[src/rtl/mod12_disp_pkg.sv]
// mod12_disp_pkg: scan states, active-high segment codes (seg[6]=a .. seg[0]=g) and modulus.
package mod12_disp_pkg;
    typedef enum logic [1:0] {DIG0, BLK0, DIG1, BLK1} scan_state_t;
    localparam int MOD = 12;
    localparam logic [6:0] SEG_DASH = 7'b0000001;
    localparam logic [9:0][6:0] SEG_DIGIT = {
        7'b1111011, 7'b1111111, 7'b1110000, 7'b1011111, 7'b1011011,
        7'b0110011, 7'b1111001, 7'b1101101, 7'b0110000, 7'b1111110
    };
endpackage

[src/rtl/seg7_decode.sv]
// seg7_decode: digit 0-9 or dash to active-high 7-segment pattern; blank for 10-15.
module seg7_decode
    import mod12_disp_pkg::*;
(
    input  logic [3:0] digit,
    input  logic       dash,
    output logic [6:0] seg
);
    always_comb seg = dash ? SEG_DASH : (digit > 4'd9 ? 7'b0 : SEG_DIGIT[digit]);
endmodule

[src/rtl/mod12_seg_display.sv]
// mod12_seg_display: two-digit scanned display of a mod-12 count; MOD12_SEG_DISPLAY_LZ_BLANK_EN blanks a leading zero.
module mod12_seg_display
    import mod12_disp_pkg::*;
#(
    parameter int REFRESH_DIV = 1000,
    parameter int BLANK_CYC   = 4,
    parameter bit ACTIVE_LOW  = 1
) (
    input  logic       clk,
    input  logic       rst,
    input  logic [3:0] count_in,
    output logic [6:0] seg,
    output logic [1:0] an,
    output logic       wrap_pulse,
    output logic       err
);
    localparam int PW = $clog2((REFRESH_DIV > BLANK_CYC ? REFRESH_DIV : BLANK_CYC) + 1);

    scan_state_t   state_q, state_d;
    logic [PW-1:0] presc_q, presc_d, last;
    logic [3:0]    count_q, count_d, prev_q, prev_d, dig_q, dig_d, units, tens;
    logic          prev_valid_q, prev_valid_d, wrap_q, wrap_d, err_q, err_d, dash_q, dash_d;
    logic [6:0]    seg_q, seg_d, seg_ah, seg_on;
    logic [1:0]    an_q, an_d, an_ah;
    logic          invalid, tens_lit;

    seg7_decode u_dec (.digit(dig_d), .dash(dash_d), .seg(seg_ah));

    always_comb begin
        count_d      = count_in;
        prev_d       = count_q;
        prev_valid_d = 1'b1;
        invalid      = count_q >= 4'(MOD);
        wrap_d       = prev_valid_q && prev_q == 4'd11 && count_q == 4'd0;
        err_d        = err_q || invalid;
        units        = count_q >= 4'd10 ? count_q - 4'd10 : count_q;
        tens         = (count_q >= 4'd10 && !invalid) ? 4'd1 : 4'd0;
        last         = (state_q == DIG0 || state_q == DIG1) ? PW'(REFRESH_DIV - 1) : PW'(BLANK_CYC - 1);
        state_d      = presc_q == last ? scan_state_t'(state_q + 2'd1) : state_q;
        presc_d      = presc_q == last ? '0 : presc_q + 1'b1;
        // Digit is captured only on a state change so a lit digit never changes mid-interval
        dig_d        = state_d != state_q ? (state_d == DIG1 ? tens : units) : dig_q;
        dash_d       = state_d != state_q ? invalid : dash_q;
`ifdef MOD12_SEG_DISPLAY_LZ_BLANK_EN
        tens_lit     = dash_d || dig_d != 4'd0;
`else
        tens_lit     = 1'b1;
`endif
        an_ah        = {state_d == DIG1 && tens_lit, state_d == DIG0};
        seg_on       = |an_ah ? seg_ah : 7'b0;
        seg_d        = ACTIVE_LOW ? ~seg_on : seg_on;
        an_d         = ACTIVE_LOW ? ~an_ah : an_ah;
    end

    always_ff @(posedge clk or posedge rst) begin
        if (rst) begin
            count_q      <= '0;
            prev_q       <= '0;
            prev_valid_q <= 1'b0;
            wrap_q       <= 1'b0;
            err_q        <= 1'b0;
            state_q      <= BLK1;
            presc_q      <= '0;
            dig_q        <= '0;
            dash_q       <= 1'b0;
            seg_q        <= {7{ACTIVE_LOW}};
            an_q         <= {2{ACTIVE_LOW}};
        end else begin
            count_q      <= count_d;
            prev_q       <= prev_d;
            prev_valid_q <= prev_valid_d;
            wrap_q       <= wrap_d;
            err_q        <= err_d;
            state_q      <= state_d;
            presc_q      <= presc_d;
            dig_q        <= dig_d;
            dash_q       <= dash_d;
            seg_q        <= seg_d;
            an_q         <= an_d;
        end
    end

    assign seg        = seg_q;
    assign an         = an_q;
    assign wrap_pulse = wrap_q;
    assign err        = err_q;
endmodule

[config.mk]
export PLATFORM = sky130hd
export DESIGN_NAME = mod12_seg_display
export DESIGN_NICKNAME = d
export VERILOG_FILES = /design/src/rtl/mod12_disp_pkg.sv /design/src/rtl/seg7_decode.sv /design/src/rtl/mod12_seg_display.sv
export SDC_FILE = /design/constraint.sdc
export NUM_CORES = 1
export LEC_CHECK = 0
export CAP_MARGIN = 20
export CORE_UTILIZATION = 25
export DETAILED_ROUTE_END_ITERATION = 8
export RECOVER_POWER = 100
export SKIP_LAST_GASP = 1
export SLEW_MARGIN = 20
export SYNTH_ARGS = -nofsm -noshare
export SYNTH_HDL_FRONTEND = slang
export SYNTH_SLANG_ARGS = --single-unit
export TNS_END_PERCENT = 30
[constraint.sdc]
create_clock -name clk -period 8.9 [get_ports clk]
set_clock_uncertainty 0.15 [all_clocks]
set_input_delay 0.89 -clock clk [delete_from_list [all_inputs] [get_ports clk]]
set_output_delay 0.89 -clock clk [all_outputs]
set_load 0.1 [all_outputs]
==> run metrics <==
HP Start=count_q[0]; critical path class=reg2reg; hold crit path type=reg2reg; CTS tree=built; endpoints failing hold=0; RSZ-0062 raised after global routing=false; FILL cells=between 700 and 800; Via density=4.421; worst hold slack=about 0.30 ns; Clock transition at path regs=0.07 ns; asr flop ratio synth=100.0%; Peak supply drop=0.07417 mV; Overall Global Routing Usage=under 10%; Hold Buf Count CTS=0; Yosys Warn Count=0; Sum Neg Setup Slack=0 ns; R2R Setup Slk=roughly 4.5 ns; FF-to-FF End=seg[0]; Fmax=about 230 MHz; register area share after synthesis=52.19%; Area growth syn-to-layout=17.79%; Max Cap Viol=1; synthesized-area fraction occupied by adder cells=under 10%; main combinational cell family by area after synthesis=simple AND/OR/NAND/NOR gates; IO Count=17; clk sink count=37; largest net degree at the start of global routing=38; total length of routed wires=approximately 3200 µm; Hold Path Sink=prev_q[0]; drt wl/cell=about 11 µm; Rows=30; initial drt markers=40; Distinct cells, synth=44; Max clock buf depth=2; gpl congestion=just under 0.8; Cell Chain, Critical Path=inv_1 > ha_1 > or4_1 > o22ai_1 > and3_1 > mux2i_1 > inv_1 > ha_1 > nor2_1 > a21oi_1 > a21oi_1 > o32a_1 > a2bb2oi_1; Post-synth EDFFs=0; min cycle time layout=~4.4 ns; Crit-path slowest cell=and3_1; chip width=86.87 µm; die area=around 7500 µm²; failing checks=max-capacitance violations, max-slew violations; period utilization=between 40% and 50%; mapped cell area=between 1500 and 2000 µm²; Mean Syn Cell Area=10.72 µm²; leakage power=between 0.9 and 1 nW; Synth Area in XOR/XNOR=about 3.4%; initial antenna violation count=0; total number of vias=between 1000 and 1500; crit-path max FO=20; final core utilization=30.87%; Clk Latency, worst-skew pair=around 0.28 ns; Main synth FF type=dfrtp_1; total CTS buffers=5; Slew Limit Fails=38; first-pass GRT wire length=approximately 5700 µm; Reg2Reg Depth=13; status=complete, but fails checks; compound-gate portion of the synthesized area=between 10% and 20%; worst endpoint required time=~9 ns; initial core utilization=a little over a quarter; endpoints failing setup=0; die height=86.87 µm; Nets=roughly 200; number of port buffers=16; Antenna Cells=0; core area=approximately 6900 µm²; cts repair resizes=0; Pre-antenna DRT Iters=4; CTS root buf=clkbuf_8; htree depth=2; Post-CTS Setup Inserts=0; startpoint types=register; crit-path max cell delay=approximately 0.70 ns; crit end category=register; post-synthesis mux area share=between 3 and 4%; #FFs+latches synth=37; total gr overflow=0; Pwr Density=between 100 and 150 nW/µm²; worst slew pin tran=~1.9 ns; Rel. slew slack=-28.85%; drt drc=0; CP Launch Point=state_q[0]; Post-Synth Simple-Gate Area=17.58%; remaining antenna violation count=0; share of layout cells above drive strength 1=approximately 12%; Synth Instances=roughly 170; PnR Total Power=0.3055 mW; Hold Path Cell Cnt=0; critical path arrival=about 4.4 ns; Crit Reg-Reg Startpoint=state_q[0]; hpwl dp=around 2300 µm; post-synthesis net count=184; number of global-route vias before repair=1266
==> worst max-delay path, delay by kind of cell, from the launching register on <==
| family | cells | cell delay (ns) |
|---|---|---|
| mux | 1 | 0.47 |
| flops | 1 | 0.67 |
| fa+ha+maj | 2 | 0.47 |
| buf+inv | 2 | 0.29 |
| compound gates | 5 | 0.74 |
| simple gates | 3 | 1.50 |
==> layer usage <==
metal	up-vias	track usage, %	share of wire, %
met5	-	0	0
met4	0	4.091	1.4
met3	5	2.559	2.7
met2	15	16.18	50
met1	618	11.86	45
li1	622	-	-
==> state kept, by name (all words and copies together), names as in the netlist <==
register	cells
dash_q	1
count_q	4
seg	7
dig_q	4
prev_valid_q	1
prev_q	4
err	1
wrap_pulse	1
an	2
state_q	2
presc_q	10
==> Yosys cell counts (2+ instances only) <==
| cell type | instances | area, µm² |
|---|---|---|
| clkbuf_1 | 2 | 7.510 |
| or4_1 | 2 | 15.01 |
| o21ai_0 | 6 | 30.03 |
| o211ai_1 | 3 | 22.52 |
| ha_1 | 10 | 125.1 |
| nor3b_1 | 2 | 15.01 |
| inv_1 | 9 | 33.78 |
| or3_1 | 2 | 12.51 |
| nor3_1 | 2 | 10.01 |
| nand2b_1 | 2 | 12.51 |
| nand2_1 | 13 | 48.80 |
| a21oi_1 | 8 | 40.04 |
| dfstp_2 | 11 | 289.0 |
| xnor2_1 | 3 | 26.28 |
| nor2_1 | 18 | 67.56 |
| xor2_1 | 4 | 35.03 |
| nand4_1 | 3 | 18.77 |
| dfrtp_1 | 26 | 650.6 |
| mux2i_1 | 3 | 30.03 |
| and3_1 | 6 | 37.54 |
| o31ai_1 | 2 | 15.01 |
| nand3_1 | 8 | 40.04 |
| mux2i_2 | 2 | 27.53 |
==> area by class of cell <==
| cell class | instances | area [µm²] | area share (%) |
|---|---|---|---|
| flip-flops and latches | 37 | 939.7 | 44.31 |
| multi-input cells | 117 | 762.0 | 35.93 |
| repair buffers | 17 | 163.9 | 7.729 |
| well taps | 96 | 120.1 | 5.664 |
| clock buffers | 6 | 82.58 | 3.894 |
| inverters | 10 | 38.79 | 1.829 |
| clock inverters | 2 | 13.76 | 0.6490 |
==> how the worst max path moves through the flow <==
| stage | end | slack (ns) | cells past startpoint |
|---|---|---|---|
| global route | seg[0] | 4.18 | 13 |
| detailed placement | seg[0] | 5.02 | 13 |
| CTS | seg[0] | 4.99 | 13 |
| global placement | seg[0] | 5.17 | 13 |
| floorplan | seg[0] | 5.18 | 15 |
| finish | seg[0] | 4.54 | 13 |
==> report_power, final <==
group | internal [mW] | switching, mW | total, mW
sequential | 0.170 | 0.00208 | 0.172
combinational | 0.00480 | 0.00706 | 0.0119
clock | 0.0627 | 0.0585 | 0.121
total | 0.238 | 0.0677 | 0.306
==> per-stage QoR <==
| step | std cells | setup slack, ns | cell area, µm² |
|---|---|---|---|
| after CTS | 285 | 4.992 | 2161 |
| after global routing | 285 | 4.178 | 2121 |
| final | 285 | 4.541 | 2121 |
| after floorplan | 168 | 5.181 | 1800 |
| after detailed placement | 277 | 5.019 | 2064 |
| after global placement | 277 | 5.170 | 2064 |
==> cells in the final DEF (no fill, tap or decap), types with 3 or more instances in the layout <==
master	count
ha_1	10
nand3_1	8
o21ai_0	8
nand2_1	13
mux2i_1	5
o211ai_1	3
dfrtp_1	26
inv_1	9
nand4_1	3
nor2_1	18
dfstp_2	10
a21oi_1	8
xnor2_1	3
clkbuf_8	6
dlygate4sd3_1	16
and3_1	7
xor2_1	4
==> cells by family (layout without fill, tap and decap cells) <==
logic type,after synthesis,count (layout)
buf+inv,14,35
fa+ha+maj,10,10
simple gates,63,63
mux,6,6
flops,37,37
compound gates,30,30
other cells,1,1
xor+xnor,7,7
No activity file was read; power rests on OpenSTA's default activity.
